[src/rtl/usb_ep_arbiter.sv]
// ---------------------------------------------------------------------------
// usb_ep_arbiter
//
// Per-transaction scheduler between the USB core's single-endpoint datapath
// and NUM_EP endpoint handlers (EP0 control plus application endpoints).
// Each token is decoded once: the endpoint/direction/setup are latched, the
// handshake is chosen, and the byte streams are routed to or from the chosen
// handler. The arbiter owns every endpoint's IN and OUT data-toggle bit.
//
// Optional build macro: USB_EP_ARB_STATS_EN adds saturating NAK/STALL
// counters (o_nak_count, o_stall_count).
//
// Ports:
//   clk48mhz               clock, every signal is in this domain
//   rst                    synchronous active-low reset
//   i_usb_rst              bus reset from the core, same effect as rst
//   i_transaction_active   core transaction in progress
//   i_endpoint             token endpoint number
//   i_direction_in         token is IN
//   i_setup                token is SETUP
//   i_success              CRC ok (OUT) or host ACK (IN)
//   i_data_strobe          byte accepted (IN) / delivered (OUT) by the core
//   i_data_out             OUT byte from the core
//   o_handshake            00 ACK, 01 none, 10 NAK, 11 STALL
//   o_data_toggle          data PID toggle for the current transaction
//   o_data_in/_valid       IN byte stream to the core
//   i_ep_in_ready          handler has IN data for the next transaction
//   i_ep_out_ready         handler can accept an OUT packet
//   i_ep_stall             handler requests STALL
//   i_ep_in_data           per-endpoint IN byte, endpoint k at [8k+7:8k]
//   i_ep_in_valid          per-endpoint IN byte valid (low = end of packet)
//   o_ep_in_strobe         core consumed the current IN byte
//   o_ep_out_data/_strobe  registered OUT byte and its one-hot pulse
//   o_ep_setup             current transaction is SETUP for that endpoint
//   o_ep_done/_ok          transaction-end pulse and its success qualifier
// ---------------------------------------------------------------------------
module usb_ep_arbiter #(
  parameter int NUM_EP = 3
) (
  input  logic                  clk48mhz,
  input  logic                  rst,
  input  logic                  i_usb_rst,
  input  logic                  i_transaction_active,
  input  logic [3:0]            i_endpoint,
  input  logic                  i_direction_in,
  input  logic                  i_setup,
  input  logic                  i_success,
  input  logic                  i_data_strobe,
  input  logic [7:0]            i_data_out,
  output logic [1:0]            o_handshake,
  output logic                  o_data_toggle,
  output logic [7:0]            o_data_in,
  output logic                  o_data_in_valid,
  input  logic [NUM_EP-1:0]     i_ep_in_ready,
  input  logic [NUM_EP-1:0]     i_ep_out_ready,
  input  logic [NUM_EP-1:0]     i_ep_stall,
  input  logic [8*NUM_EP-1:0]   i_ep_in_data,
  input  logic [NUM_EP-1:0]     i_ep_in_valid,
  output logic [NUM_EP-1:0]     o_ep_in_strobe,
  output logic [7:0]            o_ep_out_data,
  output logic [NUM_EP-1:0]     o_ep_out_strobe,
  output logic [NUM_EP-1:0]     o_ep_setup,
  output logic [NUM_EP-1:0]     o_ep_done,
  output logic                  o_ep_done_ok
`ifdef USB_EP_ARB_STATS_EN
  ,
  output logic [15:0]           o_nak_count,
  output logic [15:0]           o_stall_count
`endif
);

  localparam logic [1:0] HS_ACK   = 2'b00;
  localparam logic [1:0] HS_NAK   = 2'b10;
  localparam logic [1:0] HS_STALL = 2'b11;
  localparam logic [4:0] EP_LIMIT = 5'(NUM_EP);

  typedef enum logic [1:0] {
    ST_IDLE   = 2'b00,
    ST_DECODE = 2'b01,
    ST_ACTIVE = 2'b10,
    ST_DONE   = 2'b11
  } state_t;

  state_t              r_state;
  logic                r_ta_d;
  logic                r_success_d;
  logic [3:0]          r_cur_ep;
  logic                r_dir_in;
  logic                r_setup;
  logic                r_success_seen;
  logic [1:0]          r_handshake;
  logic                r_data_toggle;
  logic [NUM_EP-1:0]   r_tog_in;
  logic [NUM_EP-1:0]   r_tog_out;
  logic [NUM_EP-1:0]   r_ep_out_strobe;
  logic [7:0]          r_ep_out_data;
  logic [NUM_EP-1:0]   r_ep_done;
  logic                r_ep_done_ok;
`ifdef USB_EP_ARB_STATS_EN
  logic [15:0]         r_nak_count;
  logic [15:0]         r_stall_count;
`endif

  logic                w_rst;
  logic                w_ta_rise;
  logic                w_dec_valid;
  logic [NUM_EP-1:0]   w_dec_onehot;
  logic [NUM_EP-1:0]   w_cur_onehot;
  logic                w_dec_stall;
  logic                w_dec_in_rdy;
  logic                w_dec_out_rdy;
  logic                w_dec_tog_in;
  logic                w_dec_tog_out;
  logic [1:0]          w_dec_handshake;
  logic                w_dec_toggle;
  logic [7:0]          w_in_byte;
  logic                w_in_valid_sel;
  logic                w_ack_active;
  logic                w_in_route;
  logic                w_out_route;
  logic                w_succ_ack;

  assign w_rst     = !rst || i_usb_rst;
  assign w_ta_rise = i_transaction_active && !r_ta_d;

  // One-hot endpoint decodes (endpoints >= NUM_EP decode to all zeros) and IN byte mux.
  always_comb begin
    w_dec_onehot   = '0;
    w_cur_onehot   = '0;
    w_in_byte      = 8'h00;
    w_in_valid_sel = 1'b0;
    for (int k = 0; k < NUM_EP; k++) begin
      w_dec_onehot[k] = (i_endpoint == 4'(k));
      w_cur_onehot[k] = (r_cur_ep == 4'(k));
      w_in_byte       = w_in_byte | (i_ep_in_data[8*k +: 8] & {8{w_cur_onehot[k]}});
      w_in_valid_sel  = w_in_valid_sel | (i_ep_in_valid[k] & w_cur_onehot[k]);
    end
  end

  assign w_dec_valid   = ({1'b0, i_endpoint} < EP_LIMIT);
  assign w_dec_stall   = |(w_dec_onehot & i_ep_stall);
  assign w_dec_in_rdy  = |(w_dec_onehot & i_ep_in_ready);
  assign w_dec_out_rdy = |(w_dec_onehot & i_ep_out_ready);
  assign w_dec_tog_in  = |(w_dec_onehot & r_tog_in);
  assign w_dec_tog_out = |(w_dec_onehot & r_tog_out);

  // Handshake priority: unimplemented endpoint, SETUP (never refused), stall, not-ready.
  always_comb begin
    if (!w_dec_valid) begin
      w_dec_handshake = HS_STALL;
    end else if (i_setup) begin
      w_dec_handshake = HS_ACK;
    end else if (w_dec_stall) begin
      w_dec_handshake = HS_STALL;
    end else if (i_direction_in && !w_dec_in_rdy) begin
      w_dec_handshake = HS_NAK;
    end else if (!i_direction_in && !w_dec_out_rdy) begin
      w_dec_handshake = HS_NAK;
    end else begin
      w_dec_handshake = HS_ACK;
    end
  end

  // SETUP always uses DATA0; otherwise the stored toggle of the addressed direction.
  assign w_dec_toggle = i_setup ? 1'b0 : (i_direction_in ? w_dec_tog_in : w_dec_tog_out);

  // Data routing is only open while an ACKed transaction is in flight.
  assign w_ack_active = (r_state == ST_ACTIVE) && (r_handshake == HS_ACK);
  assign w_in_route   = w_ack_active && r_dir_in;
  assign w_out_route  = w_ack_active && !r_dir_in;
  assign w_succ_ack   = w_ack_active && i_success && !r_success_d;

  assign o_data_in       = w_in_route ? w_in_byte : 8'h00;
  assign o_data_in_valid = w_in_route && w_in_valid_sel;
  assign o_ep_in_strobe  = w_cur_onehot & {NUM_EP{w_in_route && i_data_strobe}};

  // During DECODE the token is not latched yet, so the live token drives ep_setup.
  always_comb begin
    case (r_state)
      ST_DECODE: o_ep_setup = w_dec_onehot & {NUM_EP{i_setup}};
      ST_ACTIVE,
      ST_DONE:   o_ep_setup = w_cur_onehot & {NUM_EP{r_setup}};
      default:   o_ep_setup = '0;
    endcase
  end

  assign o_handshake     = r_handshake;
  assign o_data_toggle   = r_data_toggle;
  assign o_ep_out_strobe = r_ep_out_strobe;
  assign o_ep_out_data   = r_ep_out_data;
  assign o_ep_done       = r_ep_done;
  assign o_ep_done_ok    = r_ep_done_ok;
`ifdef USB_EP_ARB_STATS_EN
  assign o_nak_count     = r_nak_count;
  assign o_stall_count   = r_stall_count;
`endif

  // Transaction FSM with its registered outputs and the per-endpoint toggle store.
  always_ff @(posedge clk48mhz) begin
    if (w_rst) begin
      r_state         <= ST_IDLE;
      // Track the live level so a transaction still active after reset is not re-decoded.
      r_ta_d          <= i_transaction_active;
      r_success_d     <= i_success;
      r_cur_ep        <= 4'd0;
      r_dir_in        <= 1'b0;
      r_setup         <= 1'b0;
      r_success_seen  <= 1'b0;
      r_handshake     <= HS_ACK;
      r_data_toggle   <= 1'b0;
      r_tog_in        <= '0;
      r_tog_out       <= '0;
      r_ep_out_strobe <= '0;
      r_ep_out_data   <= 8'h00;
      r_ep_done       <= '0;
      r_ep_done_ok    <= 1'b0;
`ifdef USB_EP_ARB_STATS_EN
      r_nak_count     <= 16'h0000;
      r_stall_count   <= 16'h0000;
`endif
    end else begin
      r_ta_d          <= i_transaction_active;
      r_success_d     <= i_success;
      r_ep_out_strobe <= '0;
      r_ep_done       <= '0;
      r_ep_done_ok    <= 1'b0;
      case (r_state)
        ST_IDLE: begin
          if (w_ta_rise) begin
            r_state <= ST_DECODE;
          end
        end
        ST_DECODE: begin
          r_cur_ep       <= i_endpoint;
          r_dir_in       <= i_direction_in;
          r_setup        <= i_setup;
          r_handshake    <= w_dec_handshake;
          r_data_toggle  <= w_dec_toggle;
          r_success_seen <= 1'b0;
`ifdef USB_EP_ARB_STATS_EN
          if ((w_dec_handshake == HS_NAK) && (r_nak_count != 16'hFFFF)) begin
            r_nak_count <= r_nak_count + 16'd1;
          end
          if ((w_dec_handshake == HS_STALL) && (r_stall_count != 16'hFFFF)) begin
            r_stall_count <= r_stall_count + 16'd1;
          end
`endif
          r_state <= ST_ACTIVE;
        end
        ST_ACTIVE: begin
          if (w_out_route && i_data_strobe) begin
            r_ep_out_strobe <= w_cur_onehot;
            r_ep_out_data   <= i_data_out;
          end
          if (w_succ_ack) begin
            r_success_seen <= 1'b1;
          end
          if (!i_transaction_active) begin
            // A success edge in the final cycle still counts.
            r_ep_done    <= w_cur_onehot;
            r_ep_done_ok <= (r_success_seen || w_succ_ack) && (|w_cur_onehot);
            r_state      <= ST_DONE;
          end
        end
        ST_DONE: begin
          if (r_success_seen) begin
            for (int k = 0; k < NUM_EP; k++) begin
              if (w_cur_onehot[k]) begin
                if (r_setup) begin
                  r_tog_in[k]  <= 1'b1;
                  r_tog_out[k] <= 1'b1;
                end else if (r_dir_in) begin
                  r_tog_in[k]  <= ~r_tog_in[k];
                end else begin
                  r_tog_out[k] <= ~r_tog_out[k];
                end
              end
            end
          end
          r_state <= w_ta_rise ? ST_DECODE : ST_IDLE;
        end
        default: r_state <= ST_IDLE;
      endcase
    end
  end

endmodule

[config.mk]
export PLATFORM = sky130hd
export DESIGN_NAME = usb_ep_arbiter
export DESIGN_NICKNAME = d
export VERILOG_FILES = /design/src/rtl/usb_ep_arbiter.sv
export SDC_FILE = /design/constraint.sdc
export NUM_CORES = 1
export LEC_CHECK = 0
export CORE_MARGIN = 5
export CORE_UTILIZATION = 55
export DETAILED_ROUTE_END_ITERATION = 6
export DONT_BUFFER_PORTS = 1
export GPL_TIMING_DRIVEN = 1
export PLACE_DENSITY_LB_ADDON = 0.2
export SYNTH_ARGS = -nofsm -noshare
export SYNTH_HDL_FRONTEND = slang
export SYNTH_SLANG_ARGS = --single-unit
export TNS_END_PERCENT = 100
[constraint.sdc]
create_clock -name clk48mhz -period 1.6 [get_ports clk48mhz]
set_input_delay 0.16 -clock clk48mhz [delete_from_list [all_inputs] [get_ports clk48mhz]]
set_output_delay 0.16 -clock clk48mhz [all_outputs]
set_load 0.03 [all_outputs]
==> results of run 1 <==
## timing repair
| action | 4_1_cts | 5_1_grt |
|---|---|---|
| pin swaps | 10 | 21 |
| hold buffers | 16 | 0 |
| endpoints found under the setup margin | 15 | 33 |
| gates cloned | 3 | 1 |
| hold endpoints to repair | 16 | 0 |
| buffers inserted | 7 | 6 |
| resized for setup | 44 | 30 |
## final cells by class
type / instances / area, um2
fill: 147 / 400
multi-input combinational: 142 / 1210
clock inverter: 2 / 35.0
inverter: 6 / 25.0
sequential: 35 / 721
timing repair buffer: 62 / 557
clock buffer: 6 / 51.3
tap: 44 / 55.1
## cells in the final DEF, fill, tap and decap left out, types with 6 or more instances in the layout
cell           instances
a222oi_1               9
buf_6                 15
nor2_2                 7
dfxtp_1               29
nor3_1                 6
mux2i_1               16
nor2_1                27
buf_4                 29
dlygate4sd3_1         16
## registers in the layout (all words and copies together), names as in the netlist
register,count
o_ep_out_data,8
r_cur_ep,4
o_ep_done,3
o_ep_out_strobe,3
r_tog_in,3
r_tog_out,3
o_handshake,2
r_state,2
o_data_toggle,1
o_ep_done_ok,1
r_dir_in,1
r_setup,1
r_success_d,1
r_success_seen,1
r_ta_d,1
## metal layers
metal,GRT usage (%),vias up,wire [um]
met5,0,-,0
met4,12.4,0,301
met3,7.93,33,721
met2,49.3,159,3620
met1,28.0,946,2410
li1,-,848,-
## worst max-delay path by stage
stage / startpoint / endpoint / slack (ns) / cells past startpoint
2_1_floorplan: r_state[0]$_SDFFE_PP0P_ / o_data_in[0] / -0.09 / 5
3_3_place_gp: r_state[0]$_SDFFE_PP0P_ / o_ep_setup[1] / 0.1 / 7
3_5_place_dp: r_state[0]$_SDFFE_PP0P_ / o_data_in[1] / 0.04 / 6
4_1_cts: r_cur_ep[1]$_SDFFE_PP0P_ / o_data_in[4] / -0.24 / 5
5_1_grt: r_state[0]$_SDFFE_PP0P_ / o_data_in[1] / -0.41 / 6
6_report: r_cur_ep[0]$_SDFFE_PP0P_ / o_ep_in_strobe[2] / -0.33 / 6
## worst reg2reg max path, cell delays in order, from the launching register on
cell and delay, ns:
dfxtp_2 0.33, inv_2 0.09, ha_4 0.17, nor3b_4 0.34
buf_4 0.19, nand3b_1 0.15, buf_6 0.20, mux2i_1 0.23
nor2_1 0.09
## cells in the mapped netlist (all sizes together)
| cell type | count | area share, % |
|---|---|---|
| mux2 | 2 | 1.3 |
| ha | 5 | 3.6 |
| nand2 | 6 | 1.3 |
| a211oi | 1 | 0.43 |
| or3b | 1 | 0.50 |
| nor4 | 1 | 0.36 |
| a221oi | 2 | 1.0 |
| a21oi | 10 | 2.9 |
| nor2b | 2 | 0.71 |
| a311oi | 8 | 4.0 |
| clkbuf | 3 | 0.64 |
| or2 | 1 | 0.36 |
| nand3 | 1 | 0.29 |
| a211o | 1 | 0.50 |
| a22oi | 1 | 0.43 |
| a221o | 1 | 0.57 |
| buf | 8 | 2.2 |
| nand4b | 2 | 1.0 |
| o21a | 1 | 0.43 |
| o21ai | 4 | 1.1 |
| nand3b | 4 | 1.7 |
| dfxtp | 35 | 40 |
| a222oi | 9 | 5.1 |
| nor3b | 1 | 0.71 |
| o31a | 1 | 0.50 |
| a32oi | 1 | 0.50 |
| nor2 | 34 | 7.3 |
| a31oi | 1 | 0.36 |
| inv | 6 | 1.3 |
| and3 | 3 | 1.1 |
| nand2b | 5 | 1.8 |
| nor4b | 3 | 2.6 |
| nor3 | 9 | 2.6 |
| nand4 | 1 | 0.36 |
| mux2i | 18 | 10 |
| o211ai | 1 | 0.43 |
## kinds of logic (layout without fill, tap and decap cells)
kind of cell	after synthesis	count (layout)	synth area share, %
simple gates	74	75	22.5
flops	35	35	39.9
fa+ha+maj	5	5	3.57
compound gates	42	42	18.3
buf+inv	17	76	4.14
mux	20	20	11.6
## power groups by stage
stage                     registers [uW]  logic (uW)  clock network [uW]
after global routing                 884         215                 732
after detailed placement             906         130                   0
after CTS                            884         179                 681
after floorplan                      908         100                   0
after global placement               906         126                   0
final                                883         205                 690
## through the flow
step           instances  utilization [%]  total power (uW)  worst slack (ns)
2_1_floorplan        193                -              1010           -0.0923
4_1_cts              291             81.8              1740            -0.238
3_3_place_gp         258             66.3              1030            0.0984
3_5_place_dp         258             66.3              1040            0.0368
6_report             297             86.9              1780            -0.328
5_1_grt              297             86.9              1830            -0.407
==> flow_metrics.env, run 1 <==
export IMPL_run_status="finished with violations"
export IMPL_violations="negative setup slack"
export IMPL_drive_above_1_share_pct=41.9
export IMPL_setup_ws_ns=-0.328
export IMPL_core_um2=3050
export IMPL_end_kind="primary output"
export IMPL_seq_power_share_pct=49.6
export IMPL_cts_buffers=5
export IMPL_r2r_start="r_state[0]$_SDFFE_PP0P_"
export IMPL_cts_htree_levels=2
export IMPL_cap_viol_max_count=0
export IMPL_path_class="register to primary output"
export IMPL_viasPerCell=6.69
export IMPL_die_y_um=66.5
export IMPL_hp_start="i_setup"
export IMPL_ant_nets=0
export IMPL_r2r_end="o_ep_out_data[0]$_SDFFE_PP0P_"
export IMPL_place_area_um2=2020
export IMPL_grt_usage_pct=27.0
export IMPL_port_buffers=0
export IMPL_p_leak_uw=0.00107
export IMPL_cts_sinks=35
export IMPL_rsz0062_at_grt="true"
export IMPL_die_area_um2=4420
export IMPL_cp_buffers_inverters=3
export IMPL_firstDrtPassIters=5
export IMPL_relSlewSlack_pct=56.1
export IMPL_cellPowerDensity_nw_per_um2=671
export IMPL_clkTransAtPathRegs_ns=0.13
export IMPL_drc=0
export IMPL_rrSetupSlack_ns=-0.27
export IMPL_grt_max_degree=30
export IMPL_hpwl_um=3890
export IMPL_syn_inst=193
export IMPL_via_count=1986
export IMPL_yosysUniqueCellTypes=38
export IMPL_crit_fanout=4
export IMPL_yosysWarnings=0
export IMPL_design_area_um2=2650
export IMPL_finalHoldViolCount=0
export IMPL_hp_class="primary input to register"
export IMPL_grt_overflow_total=0
export IMPL_start_kind="register"
export IMPL_grt_pass1_wl_um=8920
export IMPL_fin_tns_setup_ns=-5.63
export IMPL_wl_per_cell_um=23.7
export IMPL_fp_row_count=20
export IMPL_switching_share_pct=24.5
export IMPL_clockBufferDepth=2
export IMPL_clk_latency_ns=0.37
export IMPL_max_freq_mhz=519
export IMPL_syn_avg_cell_area_um2=9.09
export IMPL_critPathMaxStageDelay_ns=0.40
export IMPL_skew_ns=0.0273
export IMPL_start_util_pct=57.5
export IMPL_pwr_share_clk_pct=38.8
export IMPL_syn_cell_area_um2=1750
export IMPL_timing_final_crit_share_pct=120
export IMPL_cts_tree="yes"
export IMPL_critPathRequiredTime_ns=1.44
export IMPL_synth_nets=254
export IMPL_hold_depth=2
export IMPL_finalHoldWorstSlack_ns=0.0432
export IMPL_gp_congestion=0.810
export IMPL_crit_arrival_ns=1.77
export IMPL_max_vdd_ir_drop_mv=0.738
export IMPL_worstPathCellList="buf_4, buf_4, nor3_1, nand2_1, nor2_2, buf_6"
export IMPL_fin_nets=313
export IMPL_drt_iter0_drc=252
export IMPL_grt_pass1_vias=1873
export IMPL_die_w_um=66.5
export IMPL_power_frac_comb_pct=11.6
export IMPL_crit_family="simple AND/OR/NAND/NOR gates"
export IMPL_switching_power_uw=435
export IMPL_cts_root_buf="clkbuf_4"
export IMPL_setup_viol=28
export IMPL_holdPathEnd="o_handshake[1]$_SDFFE_PP0P_"
export IMPL_finalCriticalPeriod_ns=1.93
export IMPL_seq_area_frac_synth_pct=39.9
export IMPL_syn2layout_area_growth_pct=51.2
export IMPL_crit_path_frequent_cell="buf_4"
export IMPL_io_pins=89
export IMPL_antenna_found_initial=0
export IMPL_slew_violations=0
export IMPL_tightest_slew_ns=0.654
export IMPL_intPower_uw=1340
export IMPL_reg2regPathDepth=8
export IMPL_antenna_cells=0
export IMPL_wl_um=7050
export IMPL_cp_slowest_cell="dfxtp_4"
export IMPL_ys_seq_elements=35
No activity file was read; power rests on OpenSTA's default activity.
==> run 2, diff against run 1 <==
- clock period: 1.6 -> 1.85 ns (I/O delays scaled with it)
==> run 2 against run 1 <==
Compared with the run above: clock power shrank 15%; utilization shrank 9.4 points; combinational power shrank 28%; highest routed layer unchanged; global-route usage shrank 1.4 points; the flow still finishes with violations (negative setup slack); via count shrank 10%; sequential power shrank 13%; setup slack gained 0.32 ns.
==> flow_metrics.env, run 2 (synthesis gave the netlist of run 1 again) <==
export IMPL_finalHoldViolCount=0
export IMPL_antenna_found_initial=0
export IMPL_start_kind="register"
export IMPL_clkTransAtPathRegs_ns=0.11
export IMPL_hp_class="primary input to register"
export IMPL_cap_viol_max_count=0
export IMPL_crit_family="simple AND/OR/NAND/NOR gates"
export IMPL_cp_buffers_inverters=2
export IMPL_skew_ns=0.00634
export IMPL_reg2regPathDepth=7
export IMPL_end_kind="primary output"
export IMPL_critPathRequiredTime_ns=1.66
export IMPL_grt_pass1_vias=1759
export IMPL_worstPathCellList="nor4b_4, buf_6, a222oi_1, nor2_1, buf_4"
export IMPL_grt_overflow_total=0
export IMPL_setup_viol=1
export IMPL_slew_violations=0
export IMPL_max_freq_mhz=539
export IMPL_ant_nets=0
export IMPL_core_um2=3050
export IMPL_finalCriticalPeriod_ns=1.86
export IMPL_via_count=1780
export IMPL_rrSetupSlack_ns=0.03
export IMPL_antenna_cells=0
export IMPL_cts_root_buf="clkbuf_4"
export IMPL_mostFrequentLayoutCell="nor2_1"
export IMPL_gp_congestion=0.856
export IMPL_crit_fanout=9
export IMPL_io_pins=89
export IMPL_cts_sinks=35
export IMPL_wl_um=5820
export IMPL_fin_nets=297
export IMPL_clk_latency_ns=0.35
export IMPL_fill_cells=213
export IMPL_clockBufferDepth=2
export IMPL_multi_input_area_um2=1080
export IMPL_syn2layout_area_growth_pct=34.9
export IMPL_drive_above_1_share_pct=27.8
export IMPL_cellPowerDensity_nw_per_um2=635
export IMPL_critPathMaxStageDelay_ns=0.40
export IMPL_layout_common_cells="nor2_1, buf_4, dfxtp_1"
export IMPL_grt_pass1_wl_um=8480
export IMPL_drt_iter0_drc=169
export IMPL_tightest_slew_ns=0.492
export IMPL_largest_reg_flops=8
export IMPL_die_y_um=66.5
export IMPL_relSlewSlack_pct=67.0
export IMPL_start_util_pct=57.5
export IMPL_port_buffers=0
export IMPL_cp_slowest_cell="dfxtp_4"
export IMPL_crit_cells=5
export IMPL_crit_arrival_ns=1.67
export IMPL_setup_ws_ns=-0.00640
export IMPL_rsz0062_at_grt="true"
export IMPL_cts_tree="yes"
export IMPL_drc=0
export IMPL_fin_tns_setup_ns=-0.00640
export IMPL_p_leak_uw=0.000962
export IMPL_die_area_um2=4420
export IMPL_violations="negative setup slack"
export IMPL_die_w_um=66.5
export IMPL_firstDrtPassIters=5
export IMPL_hpwl_um=3810
export IMPL_grt_usage_pct=25.6
export IMPL_cts_buffers=5
export IMPL_timing_final_crit_share_pct=100
export IMPL_fp_row_count=20
export IMPL_viasPerCell=6.33
export IMPL_regArea_um2=718
export IMPL_max_vdd_ir_drop_mv=0.561
export IMPL_grt_max_degree=30
export IMPL_run_status="finished with violations"
export IMPL_final_core_util_pct=77.5
export IMPL_wl_per_cell_um=20.7
export IMPL_cts_htree_levels=2
export IMPL_hold_depth=2
export IMPL_path_class="register to primary output"
[run 2: cell count changes in the layout (fill, tap and decap cells not counted), moves of 3 or more]
cell | previous run | this run
and3_1 | 0 | 3
buf_6 | 15 | 4
nor2_1 | 27 | 34
nor2_2 | 7 | 0
nor3_2 | 3 | 0
a311oi_1 | 5 | 8
a311oi_2 | 3 | 0
a21oi_1 | 4 | 8
nor3_1 | 6 | 9
[run 2: worst register-to-register path, stage by stage, from the launching register on]
cell and delay [ns]:
dfxtp_2 0.36, inv_4 0.04, ha_4 0.15, buf_6 0.11
buf_4 0.13, a22oi_1 0.35, o21ai_0 0.22, a221oi_1 0.34
[run 2: report_power, final]
group	switching [uW]	total [uW]	leakage, uW	internal [uW]
Combinational	71.8	148	0.000627	76.3
Sequential	9.82	765	0.000287	755
Clock	270	589	0.0000482	319
[run 2: routing by layer]
metal  vias up  routed length, um  share of wire [%]  GRT usage [%]
met4         0                213                3.7           14.7
met2       114               3020                 52           45.6
met3        23                531                9.1           8.43
li1        815                  -                  -              -
met1       828               2060                 35           25.8
met5         -                  0                  0              0
[run 2: repair_timing]
item                                   in CTS  in global routing
endpoints found under the hold margin      14                  0
cloned                                      0                  1
setup endpoints to repair                  15                 15
gates resized for setup                    22                 12
setup buffers                               3                  4
pin swaps                                   7                  5
hold buffers                               14                  0
[run 2: path summary, 6_finish.rpt]
kind / startpoint / endpoint
setup / recovery: r_cur_ep[2]$_SDFFE_PP0P_ / o_data_in[2]
setup reg to reg: r_state[0]$_SDFFE_PP0P_ / r_state[0]$_SDFFE_PP0P_
hold / removal: i_endpoint[1] / r_cur_ep[1]$_SDFFE_PP0P_
hold reg to reg: r_tog_in[1]$_SDFFE_PP0P_ / r_tog_in[1]$_SDFFE_PP0P_
[run 2: area by class of cell]
cell class | count | area share (%)
Tap cell | 44 | 2.33
Inverter | 6 | 1.06
Clock buffer | 6 | 2.17
Clock inverter | 2 | 1.48
Multi-Input combinational cell | 141 | 45.6
Sequential cell | 35 | 30.4
Timing Repair Buffer | 47 | 17.0
[run 2: through the flow]
stage	cells	hold WS (ns)	power, uW	setup WS [ns]	instance area [um2]
floorplan	193	0.213	870	0.0332	1750
global placement	251	0.213	881	0.290	1950
detailed placement	251	0.213	888	0.113	1950
CTS	276	0.00369	1500	-0.00516	2280
global route	281	0.0377	1560	-0.0868	2370
finish	281	0.0217	1500	-0.00640	2370
